--- config.mk ---
export PLATFORM = sky130hd
export DESIGN_NAME = alu_op_sequencer
export DESIGN_NICKNAME = d
export VERILOG_FILES = /design/src/rtl/alu_op_sequencer.sv
export SDC_FILE = /design/constraint.sdc
export NUM_CORES = 1
export LEC_CHECK = 0
export BUFFER_PORTS_ARGS = -buffer_cell sky130_fd_sc_hd__clkbuf_2
export CORE_MARGIN = 3
export CORE_UTILIZATION = 50
export DETAILED_ROUTE_END_ITERATION = 16
export HOLD_SLACK_MARGIN = 0.03
export PLACE_DENSITY = 0.73
export SETUP_SLACK_MARGIN = 0.1
export SYNTH_ARGS = -nofsm -noshare
export SYNTH_HDL_FRONTEND = slang
export SYNTH_SLANG_ARGS = --single-unit
export TNS_END_PERCENT = 20
--- constraint.sdc ---
create_clock -name clk_in -period 2.4 [get_ports clk_in]
set_input_delay 0.12 -clock clk_in [delete_from_list [all_inputs] [get_ports clk_in]]
set_output_delay 0.12 -clock clk_in [all_outputs]
set_load 0.05 [all_outputs]
--- src/rtl/alu_op_sequencer.sv ---
// alu_op_sequencer
//   Queues 4-bit ALU opcodes in a small FIFO and presents them one at a time
//   to an active-low-enabled 4-to-16 ALU-select decoder. Each opcode holds the
//   decoder enable low for HOLD_CYCLES cycles, followed by exactly one cycle
//   with the enable high before the next opcode may be presented.
//
//   Optional feature macro: ALU_OP_SEQ_NOP_FILTER_EN
//     When defined, opcode 4'b0000 completes the upstream handshake but is
//     discarded instead of being queued, so it is never issued.
//     When undefined, 4'b0000 is queued and issued like any other opcode.
//
//   flush_in is the synchronous clear: it discards queued and in-flight
//   opcodes while leaving issued_cnt_out untouched.

module alu_op_sequencer #(
  parameter int DEPTH       = 4,  // FIFO entries, power of two, 2..16
  parameter int HOLD_CYCLES = 2   // enable-low cycles per opcode, 1..15
) (
  input  logic       clk_in,
  input  logic       rst_n_in,
  input  logic       op_valid_in,
  input  logic [3:0] op_in,
  output logic       op_ready_out,
  input  logic       flush_in,
  output logic [3:0] dec_op_out,
  output logic       dec_en_n_out,
  output logic       busy_out,
  output logic [7:0] issued_cnt_out
);

  // ---------------------------------------------------------------------------
  // Derived constants
  // ---------------------------------------------------------------------------
  localparam int PTR_W = (DEPTH > 1) ? $clog2(DEPTH) : 1;
  localparam int OCC_W = PTR_W + 1;

  localparam logic [OCC_W-1:0] OCC_ZERO  = {OCC_W{1'b0}};
  localparam logic [OCC_W-1:0] OCC_ONE   = OCC_W'(1);
  localparam logic [OCC_W-1:0] OCC_FULL  = OCC_W'(DEPTH);
  localparam logic [PTR_W-1:0] PTR_ZERO  = {PTR_W{1'b0}};
  localparam logic [PTR_W-1:0] PTR_ONE   = PTR_W'(1);
  localparam logic [3:0]       HOLD_LOAD = 4'(HOLD_CYCLES - 1);
  localparam logic [3:0]       HOLD_ZERO = 4'b0000;
  localparam logic [3:0]       OP_ZERO   = 4'b0000;

  // FSM encoding
  localparam logic [1:0] ST_IDLE  = 2'd0;
  localparam logic [1:0] ST_ISSUE = 2'd1;
  localparam logic [1:0] ST_GAP   = 2'd2;

  // ---------------------------------------------------------------------------
  // Helpers
  // ---------------------------------------------------------------------------
  // True when the opcode is the all-zero NOP encoding.
  function automatic logic is_nop_op(input logic [3:0] op);
    is_nop_op = (op == OP_ZERO);
  endfunction

  // ---------------------------------------------------------------------------
  // State
  // ---------------------------------------------------------------------------
  logic [3:0]       fifo_mem_r [DEPTH];
  logic [PTR_W-1:0] wr_ptr_r;
  logic [PTR_W-1:0] rd_ptr_r;
  logic [OCC_W-1:0] occ_r;
  logic [1:0]       state_r;
  logic [3:0]       hold_r;
  logic [3:0]       dec_op_r;
  logic             dec_en_n_r;
  logic [7:0]       issued_cnt_r;

  // ---------------------------------------------------------------------------
  // Next-state / control signals
  // ---------------------------------------------------------------------------
  logic             full_s;
  logic             empty_s;
  logic             accept_s;
  logic             nop_drop_s;
  logic             push_s;
  logic             pop_s;
  logic             issue_s;
  logic [OCC_W-1:0] occ_nxt_s;
  logic [1:0]       state_nxt_s;
  logic [3:0]       hold_nxt_s;
  logic [3:0]       dec_op_nxt_s;
  logic             dec_en_n_nxt_s;

  assign full_s   = (occ_r == OCC_FULL);
  assign empty_s  = (occ_r == OCC_ZERO);
  assign accept_s = op_valid_in & ~full_s;

`ifdef ALU_OP_SEQ_NOP_FILTER_EN
  // NOP opcodes complete the handshake but never reach the queue.
  assign nop_drop_s = is_nop_op(op_in);
`else
  assign nop_drop_s = 1'b0;
`endif

  // A flush at the same edge wins over any push.
  assign push_s = accept_s & ~flush_in & ~nop_drop_s;
  // The head is consumed exactly when the FSM moves into ISSUE.
  assign pop_s  = issue_s;

  // Occupancy update from the push/pop pair; simultaneous push and pop cancel.
  always_comb begin
    occ_nxt_s = occ_r;
    case ({push_s, pop_s})
      2'b10:   occ_nxt_s = occ_r + OCC_ONE;
      2'b01:   occ_nxt_s = occ_r - OCC_ONE;
      default: occ_nxt_s = occ_r;
    endcase
  end

  // Sequencer next-state: IDLE/GAP pop into ISSUE, ISSUE counts down to GAP.
  always_comb begin
    state_nxt_s    = state_r;
    hold_nxt_s     = hold_r;
    dec_op_nxt_s   = dec_op_r;
    dec_en_n_nxt_s = dec_en_n_r;
    issue_s        = 1'b0;
    if (flush_in) begin
      state_nxt_s    = ST_IDLE;
      hold_nxt_s     = HOLD_ZERO;
      dec_op_nxt_s   = OP_ZERO;
      dec_en_n_nxt_s = 1'b1;
    end else begin
      case (state_r)
        ST_IDLE, ST_GAP: begin
          if (!empty_s) begin
            state_nxt_s    = ST_ISSUE;
            hold_nxt_s     = HOLD_LOAD;
            dec_op_nxt_s   = fifo_mem_r[rd_ptr_r];
            dec_en_n_nxt_s = 1'b0;
            issue_s        = 1'b1;
          end else begin
            state_nxt_s    = ST_IDLE;
            hold_nxt_s     = HOLD_ZERO;
            dec_op_nxt_s   = OP_ZERO;
            dec_en_n_nxt_s = 1'b1;
          end
        end
        ST_ISSUE: begin
          if (hold_r == HOLD_ZERO) begin
            state_nxt_s    = ST_GAP;
            hold_nxt_s     = HOLD_ZERO;
            dec_op_nxt_s   = OP_ZERO;
            dec_en_n_nxt_s = 1'b1;
          end else begin
            // Opcode and enable stay put while the decoder is enabled.
            state_nxt_s    = ST_ISSUE;
            hold_nxt_s     = hold_r - 4'd1;
            dec_op_nxt_s   = dec_op_r;
            dec_en_n_nxt_s = 1'b0;
          end
        end
        default: begin
          state_nxt_s    = ST_IDLE;
          hold_nxt_s     = HOLD_ZERO;
          dec_op_nxt_s   = OP_ZERO;
          dec_en_n_nxt_s = 1'b1;
        end
      endcase
    end
  end

  // FIFO storage: write the accepted opcode at the tail slot.
  always_ff @(posedge clk_in or negedge rst_n_in) begin
    if (!rst_n_in) begin
      for (int i = 0; i < DEPTH; i++) begin
        fifo_mem_r[i] <= OP_ZERO;
      end
    end else if (push_s) begin
      fifo_mem_r[wr_ptr_r] <= op_in;
    end
  end

  // FIFO pointers and occupancy; flush returns everything to empty.
  always_ff @(posedge clk_in or negedge rst_n_in) begin
    if (!rst_n_in) begin
      wr_ptr_r <= PTR_ZERO;
      rd_ptr_r <= PTR_ZERO;
      occ_r    <= OCC_ZERO;
    end else if (flush_in) begin
      wr_ptr_r <= PTR_ZERO;
      rd_ptr_r <= PTR_ZERO;
      occ_r    <= OCC_ZERO;
    end else begin
      if (push_s) begin
        wr_ptr_r <= wr_ptr_r + PTR_ONE;
      end
      if (pop_s) begin
        rd_ptr_r <= rd_ptr_r + PTR_ONE;
      end
      occ_r <= occ_nxt_s;
    end
  end

  // Sequencer state, hold counter and registered decoder drive.
  always_ff @(posedge clk_in or negedge rst_n_in) begin
    if (!rst_n_in) begin
      state_r    <= ST_IDLE;
      hold_r     <= HOLD_ZERO;
      dec_op_r   <= OP_ZERO;
      dec_en_n_r <= 1'b1;
    end else begin
      state_r    <= state_nxt_s;
      hold_r     <= hold_nxt_s;
      dec_op_r   <= dec_op_nxt_s;
      dec_en_n_r <= dec_en_n_nxt_s;
    end
  end

  // Count of opcodes issued since reset; wraps naturally at 8 bits.
  always_ff @(posedge clk_in or negedge rst_n_in) begin
    if (!rst_n_in) begin
      issued_cnt_r <= 8'd0;
    end else if (issue_s) begin
      issued_cnt_r <= issued_cnt_r + 8'd1;
    end
  end

  // ---------------------------------------------------------------------------
  // Outputs (all derived directly from registers)
  // ---------------------------------------------------------------------------
  assign op_ready_out   = ~full_s;
  assign dec_op_out     = dec_op_r;
  assign dec_en_n_out   = dec_en_n_r;
  assign busy_out       = (state_r != ST_IDLE) | ~empty_s;
  assign issued_cnt_out = issued_cnt_r;

endmodule

# == Word-level counts from Yosys, hierarchy flattened ==
# Cells that the tools add are included.
# word_totals
wordCells,75
inputBits,8
out_inout_bits,15
reg_bits,42
# op_classes
reduce_logical,9
n_bitwise,8
n_mux,31
n_addsub,6
eq_ne,6
order_cmp,3
# op_table
op,count
$mux W4,8
$bwmux W16,1
$pmux W4 S2,2
$mux W2,6
$add A8 B1 Y8 const B,1
$bmux W4 S2,1
$demux W4 S2,1
$mux W1,8
$ge A3 B3 Y1 const B,2
$not A2 Y3,2
$pmux W3 S2,1
$reduce_bool A2 Y1,3
$add A2 B1 Y2 const B,2
$eq A2 B1 Y1 const B,2
$eq A2 B2 Y1 const B,2
$logic_not A4 Y1,1
$pmux W2 S2,1
$sub A4 B1 Y4 const B,1
$add A3 B1 Y3 const B,1
$eq A3 B3 Y1 const B,1
$logic_not A3 Y1,1
$lt A3 B1 Y1 const B,1
$mux W3,1
$ne A3 B3 Y1 const B,1
other kinds (9),12

# == Logic depth before layout (Yosys ltp) ==
# Gate-level depths: netlist of the first run.
# depth
depth_word,7
depth_mapped,9
mapped_depth_nobuf,7

# == Worst setup path after synthesis of the first run ==
# No wires, ideal clock.
# synth_path
kind,reg2reg
from,register occ_r[0]
to,register occ_r[2]
path_buffers,2
path_slack_ns,0.377
synth_period_minus_slack_ns,2.023
required_ns,2.264
setup_ns,0.136
t_arrival_ns,1.887
stages_incl_launch_ff,10
path_cell_list,dfrtp_1 buf_6 nor3_1 or3_1 buf_2 a21oi_1 fa_1 a21oi_1 o21a_1 a211oi_1
# synth_via
elab_chain_cells,7
word_cells_on_any_way,15
classes_between,add/sub (2); eq/ne (3); mux (5); bitwise (3); reduce/logical (2)
# synth_rtl
element,line_no,source
from (decl),65,logic [OCC_W-1:0] occ_r;
from (signal assigned),194,occ_r <= occ_nxt_s;
$logic_not A3 Y1 / $eq A3 B3 Y1 (equally long branches),"89, 88",
$mux W1 / $not A1 Y1 (equally long branches),"129, 90",
$mux W1 / $and A1 B1 Y1 (equally long branches),"127, 90",
$mux W1 / $and A1 B1 Y1 (equally long branches),"121, 100",
$eq A2 B1 Y1 / $eq A2 B2 Y1 (equally long branches),107,"case ({push_s, pop_s})"
$pmux W3 S2,107,
$mux W3,183,end else if (flush_in) begin
# Several ways; a longest one is shown, not always the timed one.
# A chain may end at the register's enable or synchronous reset.

# == Worst setup path in the final report of the first run ==
# layout_path
from,register state_r[0]
to,register occ_r[1]
# layout_via
elab_chain_cells,7
word_cells_on_any_way,10
classes_between,eq/ne (3); mux (4); reduce/logical (3)
# layout_rtl
element,line_no,source
from (decl),66,logic [1:0] state_r;
from (signal assigned),206,state_r <= state_nxt_s;
$eq A2 B2 Y1 / $logic_not A2 Y1 (equally long branches),127,case (state_r)
$reduce_or A2 Y1 *,127,
$mux W1 *,127,
$mux W1 *,121,if (flush_in) begin
$eq A2 B1 Y1 / $eq A2 B2 Y1 (equally long branches),107,
$pmux W3 S2,107,
$mux W3,183,
# Every way passes the cells marked *; elsewhere a longest branch is shown, timed or not.

==> metrics.txt, run 1 <==
initial antenna violation count=0; fin. max-slew vios=0; io pins=23; status=finished, final reports clean; number of storage elements in the synthesis netlist=42; number of remaining DRC errors=0; Placement Setup Slack=377 ps; htree depth=2; Antenna Cells=0; largest net degree at the start of global routing=43; Critical Path Source Type=register; Rel. slew slack=32.3%; CP Capture Type=register; Worst-path clk slew=90 ps; Post-synth EDFFs=0; cts bufs inserted=5; area grow syn2layout=10.8%; post-synthesis cell type count=33; Initial Utilization=54.4%; core area=approximately 3900 um2; min setup slack post-route=between 300 and 400 ps; post-synth top area cell=dfrtp_1; CP max-delay cell=dfrtp_1; CP cell instances=or3_1, a21oi_1, fa_1, nand2b_1, o22ai_1; Rows=22; Top FF cell, synth=dfrtp_1; total leakage power=1.15 nW; Post-Syn Area per Cell=roughly 12 um2; post_cts resized=0; vias in the first global route=1380; clk sink count=42; Synth top area share=~50%; synthesized area=roughly 2100 um2; CP required=2570 ps; Sum Neg Setup Slack=0 ps; Vias=1335; synthesized instance count=169; worst vdd ir=0.513 mV; first-pass GRT wire length=between 6 and 7 mm; DIE AREA=5010 um2; syn nets=185; Synth Area in Adders=5.13%; Fill cells=between 300 and 400; Global Route Usage Sum=between 15 and 20%; DRT Pass-1 Iters=4; CP Class=register to register; crit path time final=approximately 2000 ps; share of layout cells above drive strength 1=30.1%; CTS Root Cell=clkbuf_8; mux cell area share after synthesis=between 10% and 20%; Seq/Total Area, Yosys=50.1%; synth warn=0; Congestion Overflow GR=0; post-synthesis xor/xnor area fraction=5.84%; final hold vios=0; post-synthesis simple-gate area fraction=between 10% and 20%; CTS tree=built; final setup fails=0; Post-synth ARST share=100%; die width=slightly above 70 um; Clock Tree Buf Depth=2; unrepaired setup endpoints after global routing=false; antenna viol nets, final=0; Slew @ Worst Pin=1010 ps; Max Freq=491 MHz; Routed WL=around 3.8 mm; worst skew pair latency=~290 ps; combinational family with the most area after synthesis=multiplexers; initial DRC count=108; hold crit path type=input port to register; Worst Skew=roughly 9.4 ps; Synth Area in Compound Gates=6.02%; nets=208; largest stage delay on the critical path=around 550 ps; Synth area leaders=dfrtp_1, mux2_4, xnor2_1; average routed wire per standard cell=between 15 and 20 um; worst-path fanout max=15; period utilization=84.8%; Die Y-Extent=approximately 71 um; maxcap violations=0; fin util=between 60% and 70%; PwrDens=roughly 1300 nW/um2; vias per inst=5.54; Post-DP HPWL=approximately 2.7 mm; gpl congestion=slightly below 0.8; port bufs=22; WP data arrival=between 2000 and 2500 ps
[registers in the layout, indices dropped and copies added, names as in the netlist]
register and count:
fifo_mem_r 16, issued_cnt_out 8, dec_op_out 4, hold_r 4, occ_r 3, rd_ptr_r 2
state_r 2, wr_ptr_r 2, dec_en_n_out 1
[layout make-up]
| class | count | area [um2] | area share (%) |
|---|---|---|---|
| clock buffer | 5 | 68.8 | 2.96 |
| timing repair buffer | 25 | 135 | 5.81 |
| multi-input combinational | 113 | 968 | 41.7 |
| tap | 48 | 60.1 | 2.58 |
| inverter | 5 | 18.8 | 0.807 |
| clock inverter | 3 | 21.3 | 0.915 |
| sequential | 42 | 1050 | 45.3 |
[layout by cell type, fill, tap and decap left out]
cell type,n
or3b_1,1
clkinvlp_4,1
a22oi_1,1
fa_1,1
a21oi_1,8
nand2_4,3
nor3b_1,2
xor2_1,2
o21a_1,1
dfstp_2,1
clkinv_4,1
dfrtp_1,41
nand2b_1,2
mux2_4,16
clkbuf_8,5
a22o_1,4
nor2_1,12
clkbuf_2,22
nand2_1,13
inv_1,5
nor3_1,6
and4b_4,1
buf_4,2
dlygate4sd3_1,1
o22ai_1,2
nand3_1,1
and3_1,3
ha_1,7
mux4_2,4
xnor2_1,12
a211oi_1,1
and3b_4,1
clkinv_2,1
nand4_1,3
o21ai_0,2
or3_1,3
a31oi_1,1
[stage by stage]
| stage | power, mW | cell area [um2] | hold WS (ps) | instances |
|---|---|---|---|---|
| after floorplan | 2.23 | 2100 | -176 | 169 |
| after global placement | 2.43 | 2220 | 316 | 232 |
| after detailed placement | 2.50 | 2220 | 333 | 232 |
| after CTS | 2.96 | 2320 | 107 | 241 |
| after global routing | 3.14 | 2320 | 100 | 241 |
| final | 2.94 | 2320 | 112 | 241 |
[path summary, 6_finish.rpt]
kind | start | endpoint | slack, ps | cells past startpoint
min reg2reg | issued_cnt_out[7] | issued_cnt_out[7] | 480 | 1
min | op_in[3] | fifo_mem_r[7] | 110 | 2
max | state_r[0] | occ_r[1] | 360 | 5
max reg2reg | state_r[0] | occ_r[1] | 360 | 5
max in group asynchronous | rst_n_in | fifo_mem_r[9] | 1250 | 2
min in group asynchronous | rst_n_in | fifo_mem_r[15] | 530 | 2
[logic make-up (layout without fill, tap and decap cells)]
kind of cell	after synthesis	in the layout
compound gates	20	20
xor+xnor	14	14
fa+ha+maj	8	8
buf+inv	14	38
flops	42	42
mux	20	20
simple gates	51	51
[where the power goes]
part / switching [mW] / internal, mW
sequential: 0.251 / 0.960
clock: 0.246 / 0.204
combinational: 0.705 / 0.575
total: 1.20 / 1.74
[routing by layer]
metal	up-vias	GRT usage [%]	wire [um]
li1	632	-	-
met4	0	6.26	58
met3	9	3.41	200
met5	-	0	0
met2	44	26.1	1810
met1	650	22.2	1720
[cells in the mapped netlist (2+ instances only)]
| cell type | count |
|---|---|
| nand2_1 | 13 |
| a21oi_1 | 8 |
| nor3_1 | 6 |
| nand4_1 | 3 |
| mux4_2 | 4 |
| o22ai_1 | 2 |
| inv_1 | 5 |
| o21ai_0 | 2 |
| buf_2 | 2 |
| clkbuf_1 | 4 |
| mux2_4 | 16 |
| nand2b_1 | 2 |
| dfrtp_1 | 41 |
| buf_6 | 3 |
| nand2_4 | 3 |
| nor3b_1 | 2 |
| xor2_1 | 2 |
| xnor2_1 | 12 |
| nor2_1 | 12 |
| ha_1 | 7 |
| and3_1 | 3 |
| or3_1 | 3 |
| a22o_1 | 4 |
[what timing repair did]
| action | in CTS | in global routing |
|---|---|---|
| setup buffers | 0 | 0 |
| hold buffers | 1 | 0 |
| hold endpoints to repair | 41 | 0 |
[worst max-delay path: cells and delay by family (launching register included)]
family	cells	cell delay (ps)
flip-flops	1	550
AND/OR/NAND/NOR	2	630
adder cells (fa/ha/maj)	1	450
AO/OA/AOI/OAI	2	290
No activity file was read; power rests on OpenSTA's default activity.
==> run 2, diff against run 1 <==
Clock period 2.4 ns to 2 ns, I/O delays scaled along.
==> metrics.txt, run 2 (synthesis gave the netlist of run 1 again) <==
Worst Skew=4.80 ps (-4.62 ps); CP required=2160 ps (-410 ps); max reg flops=16 (unchanged); Congestion Overflow GR=0 (unchanged); crit path time final=1760 ps (-279 ps); fin cells=245 (+1.7%); Rel. slew slack=52.8% (+20 points); sequential share of power=39.5% (-1.7 points); die width=70.8 um (unchanged); period utilization=87.9% (+3.0 points); Initial Utilization=54.4% (unchanged); Worst-path clk slew=70 ps (-20 ps); CTS Root Cell=clkbuf_8; CP Class=register to register; initial DRC count=111 (+2.8%); gpl congestion=0.849 (+6.8%); CP Capture Type=register; first-pass GRT wire length=6.85 mm (+5.7%); number of remaining DRC errors=0 (unchanged); PwrDens=1510 nW/um2 (+19%); met3 Use GR=5.97% (+2.6 points); Crit. Startpoint=occ_r[1]; Rows=22 (unchanged); cts bufs inserted=5 (unchanged); register with the most flip-flops=fifo_mem_r; final setup fails=0 (unchanged); commonest non-fill, non-tap cell in the layout=dfrtp_1; Top Usage Layer GRT=met2; P_int=2.16 mW (+24%); Antenna Cells=0 (unchanged); CTS tree=built; clock power share=15.2% (about the same); Critical Path Source Type=register; Placement Setup Slack=47.6 ps (-329 ps); WP data arrival=1920 ps (-290 ps); Post-DP HPWL=2.85 mm (+4.9%); largest net degree at the start of global routing=26 (-40%); met1 Use GR=23.7% (+1.5 points); min setup slack post-route=243 ps (-121 ps); worst vdd ir=0.695 mV (+36%); worst skew pair latency=290 ps (about the same); CP cell instances=nor3_4, or3_1, a21oi_2, fa_1, a21oi_1, o21a_1, a211oi_1; average routed wire per standard cell=15.5 um (-1.2%); Routed WL=3.81 mm (+0.42%); RR Startpoint=occ_r[1]; DRT Pass-1 Iters=4 (unchanged); clk sink count=42 (unchanged); Global Route Usage Sum=17.6% (+1.3 points); hold crit path type=input port to register; vias per inst=5.47 (-1.3%); combinational power share=45.4% (+1.9 points); Hold Crit Start=op_in[0]; Clock Tree Buf Depth=2 (unchanged); met2 Use GR=27.4% (+1.3 points); port bufs=22 (unchanged); Sum Neg Setup Slack=0 ps (unchanged); final hold vios=0 (unchanged); nets=212 (+1.9%); status=finished, final reports clean; io pins=23 (unchanged); total leakage power=1.18 nW (+2.8%); maxcap violations=0 (unchanged); antenna viol nets, final=0 (unchanged); largest stage delay on the critical path=430 ps (-120 ps); most frequent cells in the layout=dfrtp_1, clkbuf_2, mux2_4; Worst Hold Slack=97.5 ps (-14.0 ps); initial antenna violation count=0 (unchanged); sw frac=39.9% (-0.96 points); core area=3850 um2 (unchanged); Slew @ Worst Pin=704 ps (-310 ps); area grow syn2layout=13.4%; fin. max-slew vios=0 (unchanged); htree depth=2 (unchanged); Fill cells=330 (+5.1%); CP max-delay cell=dfrtp_1; switching pwr=1.43 mW (+19%); worst-path fanout max=6 (-9); Vias=1340 (+0.37%); vias in the first global route=1356 (-1.7%); DIE AREA=5010 um2 (unchanged); Max Freq=569 MHz (+16%); share of layout cells above drive strength 1=33.0% (+2.9 points); Die Y-Extent=70.8 um (unchanged); unrepaired setup endpoints after global routing=false; placed cell count=236 (+1.7%); buffers inserted by post-CTS timing repair=0 (unchanged)
## run 2: timing repair
action | CTS | global route
resized for setup | 1 | 2
setup endpoints to repair | 4 | 1
endpoints found under the hold margin | 17 | 0
cloned | 0 | 0
hold buffers | 1 | 0
## run 2: per-layer routing
metal / routed length (um) / vias up
li1: - / 643
met1: 1760 / 662
met2: 1830 / 30
met3: 169 / 5
met4: 47 / 0
met5: 0 / -
## run 2: worst paths after layout
check / end / slack (ps) / cells past startpoint
setup / recovery: occ_r[2] / 240 / 7
hold / removal: fifo_mem_r[8] / 100 / 2
setup reg to reg: occ_r[2] / 240 / 7
hold reg to reg: issued_cnt_out[7] / 480 / 1
max in group asynchronous: dec_en_n_out / 990 / 3
min in group asynchronous: fifo_mem_r[2] / 290 / 2
## run 2: power groups by stage
stage          Combinational (mW)  Clock [mW]  Sequential [mW]
6_report                     1.63       0.545             1.42
5_1_grt                      1.78       0.623             1.47
3_5_place_dp                 1.62           0             1.42
3_3_place_gp                 1.56           0             1.40
4_1_cts                      1.64       0.560             1.41
2_1_floorplan                1.08           0             1.61
## run 2: metrics by stage
| step | power (mW) | utilization (%) | cell area, um2 |
|---|---|---|---|
| final | 3.59 | 61.7 | 2380 |
| after floorplan | 2.69 | - | 2110 |
| after detailed placement | 3.04 | 58.7 | 2260 |
| after global routing | 3.86 | 61.7 | 2380 |
| after CTS | 3.61 | 61.5 | 2370 |
| after global placement | 2.96 | 58.7 | 2260 |
## run 2: cell type report
| cell class | instances | area (um2) | area share, % |
|---|---|---|---|
| Sequential cell | 42 | 1050 | 44.2 |
| Multi-Input combinational cell | 113 | 991 | 41.7 |
| Timing Repair Buffer | 29 | 165 | 6.94 |
| Clock buffer | 7 | 86.3 | 3.63 |
| Tap cell | 48 | 60.1 | 2.52 |
| Inverter | 5 | 18.8 | 0.789 |
| Clock inverter | 1 | 5.00 | 0.210 |
## run 2: critical path: cells and delay by family, from the launching register on
kind	cells	cell delay, ps
AOI/OAI and AO/OA	4	340
adders and majority gates	1	400
DFF	1	430
and+or+nand+nor	2	470
==> run 3, diff against run 2 <==
Settings changed: PLACE_DENSITY 0.73 to 0.79.
==> metrics.txt, run 3 (synthesis gave the netlist of run 1 again) <==
Routed WL=4.04 mm (+6.1%); worst-path fanout max=14 (+8); Fill cells=319 (-3.3%); buffers inserted by post-CTS timing repair=0 (unchanged); Clock Tree Buf Depth=2 (unchanged); most frequent cells in the layout=dfrtp_1, clkbuf_2, mux2_4; initial antenna violation count=0 (unchanged); storage element area=1050 um2 (unchanged); Congestion Overflow GR=0 (unchanged); Slew @ Worst Pin=678 ps (-26.4 ps); Antenna Cells=0 (unchanged); core area=3850 um2 (unchanged); CP required=2160 ps (about the same); post-layout instance area=2380 um2 (unchanged); worst skew pair latency=290 ps (about the same); crit path time final=1830 ps (+77.0 ps); Hold Crit Start=op_in[1]; maxcap violations=0 (unchanged); RR Startpoint=state_r[0]; total leakage power=1.18 nW (-0.13%); Worst Skew=6.81 ps (+2.01 ps); area grow syn2layout=13.4% (unchanged); gpl congestion=0.738 (-13%); period utilization=91.7% (+3.9 points); Global Route Usage Sum=17.9% (+0.32 points); port bufs=22 (unchanged); first-pass GRT wire length=7.09 mm (+3.5%); hold crit path type=input port to register; DRT Pass-1 Iters=4 (unchanged); initial DRC count=93 (-16%); die width=70.8 um (unchanged); io pins=23 (unchanged); final hold vios=0 (unchanged); antenna viol nets, final=0 (unchanged); Die Y-Extent=70.8 um (unchanged); final setup fails=0 (unchanged); nets=212 (unchanged); PwrDens=1520 nW/um2 (+0.72%); average routed wire per standard cell=16.5 um (+6.1%); Rel. slew slack=54.6% (+1.8 points); Power Total=3.62 mW (+0.72%); unrepaired setup endpoints after global routing=false; CP Class=register to register; register with the most flip-flops=fifo_mem_r; Worst-path clk slew=80 ps (about the same); multi-input logic area=996 um2 (+0.51%); fin util=61.7% (unchanged); fin. max-slew vios=0 (unchanged); Max Freq=545 MHz (-4.2%); Rows=22 (unchanged); cts bufs inserted=5 (unchanged); DIE AREA=5010 um2 (unchanged); vias per inst=5.68 (+3.9%); number of remaining DRC errors=0 (unchanged); Initial Utilization=54.4% (unchanged); Post-DP HPWL=2.95 mm (+3.7%); worst vdd ir=0.646 mV (-7.0%); CTS Root Cell=clkbuf_8; clk sink count=42 (unchanged); max reg flops=16 (unchanged); Crit. Startpoint=state_r[0]; htree depth=2 (unchanged); Vias=1392 (+3.9%); share of layout cells above drive strength 1=33.5% (+0.51 points); DP Area=2260 um2 (unchanged); largest net degree at the start of global routing=43 (+65%); CP Capture Type=register; CTS tree=built; Critical Path Source Type=register; WP data arrival=2000 ps (+80 ps); vias in the first global route=1452 (+7.1%); commonest non-fill, non-tap cell in the layout=dfrtp_1; status=finished, final reports clean
## run 3: changes by cell type in the layout (fill, tap and decap cells not counted)
| cell | delta |
|---|---|
| clkbuf_8 | -1 |
| clkinv_4 | +1 |
| or3_1 | -1 |
| or3_4 | +1 |
## run 3: layout make-up
class                      instances  share of cell area [%]
multi-input combinational        113                    41.9
inverter                           5                   0.789
timing repair buffer              29                    6.94
clock buffer                       6                    3.05
tap                               48                    2.52
sequential                        42                    44.2
clock inverter                     2                   0.579
## run 3: layer usage
metal | global-route usage [%] | share of wire [%] | wire length, um | vias to the layer above
met4 | 6.26 | 1.7 | 68 | 0
li1 | - | - | - | 644
met3 | 5.11 | 4.4 | 178 | 7
met1 | 22.6 | 43 | 1740 | 709
met2 | 29.7 | 51 | 2050 | 32
met5 | 0 | 0 | 0 | -
## run 3: worst max-delay path, cell delays in order, from the launching register on
cell      delay, ps
dfrtp_1         400
buf_4           190
or3_4           380
a21oi_2         130
fa_1            430
nand2b_1         80
o22ai_1          80
## run 3: final timing paths
kind	end	slack, ps	cells after the start
hold reg to reg	issued_cnt_out[7]	490	1
setup / recovery	occ_r[1]	170	6
hold / removal	fifo_mem_r[13]	100	2
max in group asynchronous	occ_r[2]	1240	3
setup reg to reg	occ_r[1]	170	6
min in group asynchronous	dec_op_out[0]	400	3
## run 3: through the flow
step	hold WS (ps)	instances	TNS (ps)	setup slack [ps]
after floorplan	-196	169	0	110
after global placement	180	236	0	123
after detailed placement	200	236	-47.8	-47.8
after CTS	87.0	245	0	120
after global routing	89.6	245	0	104
final	99.7	245	0	166
## run 3: timing repair
action | 4_1_cts | 5_1_grt
endpoints found under the setup margin | 6 | 2
gates resized for setup | 1 | 3
hold endpoints to repair | 41 | 0
pin swaps | 0 | 1
hold buffers | 1 | 0
## run 3: power by group
| group | switching [mW] | leakage [nW] | internal [mW] |
|---|---|---|---|
| Sequential | 0.280 | 0.547 | 1.15 |
| Clock | 0.290 | 0.0452 | 0.246 |
| Combinational | 0.913 | 0.590 | 0.738 |
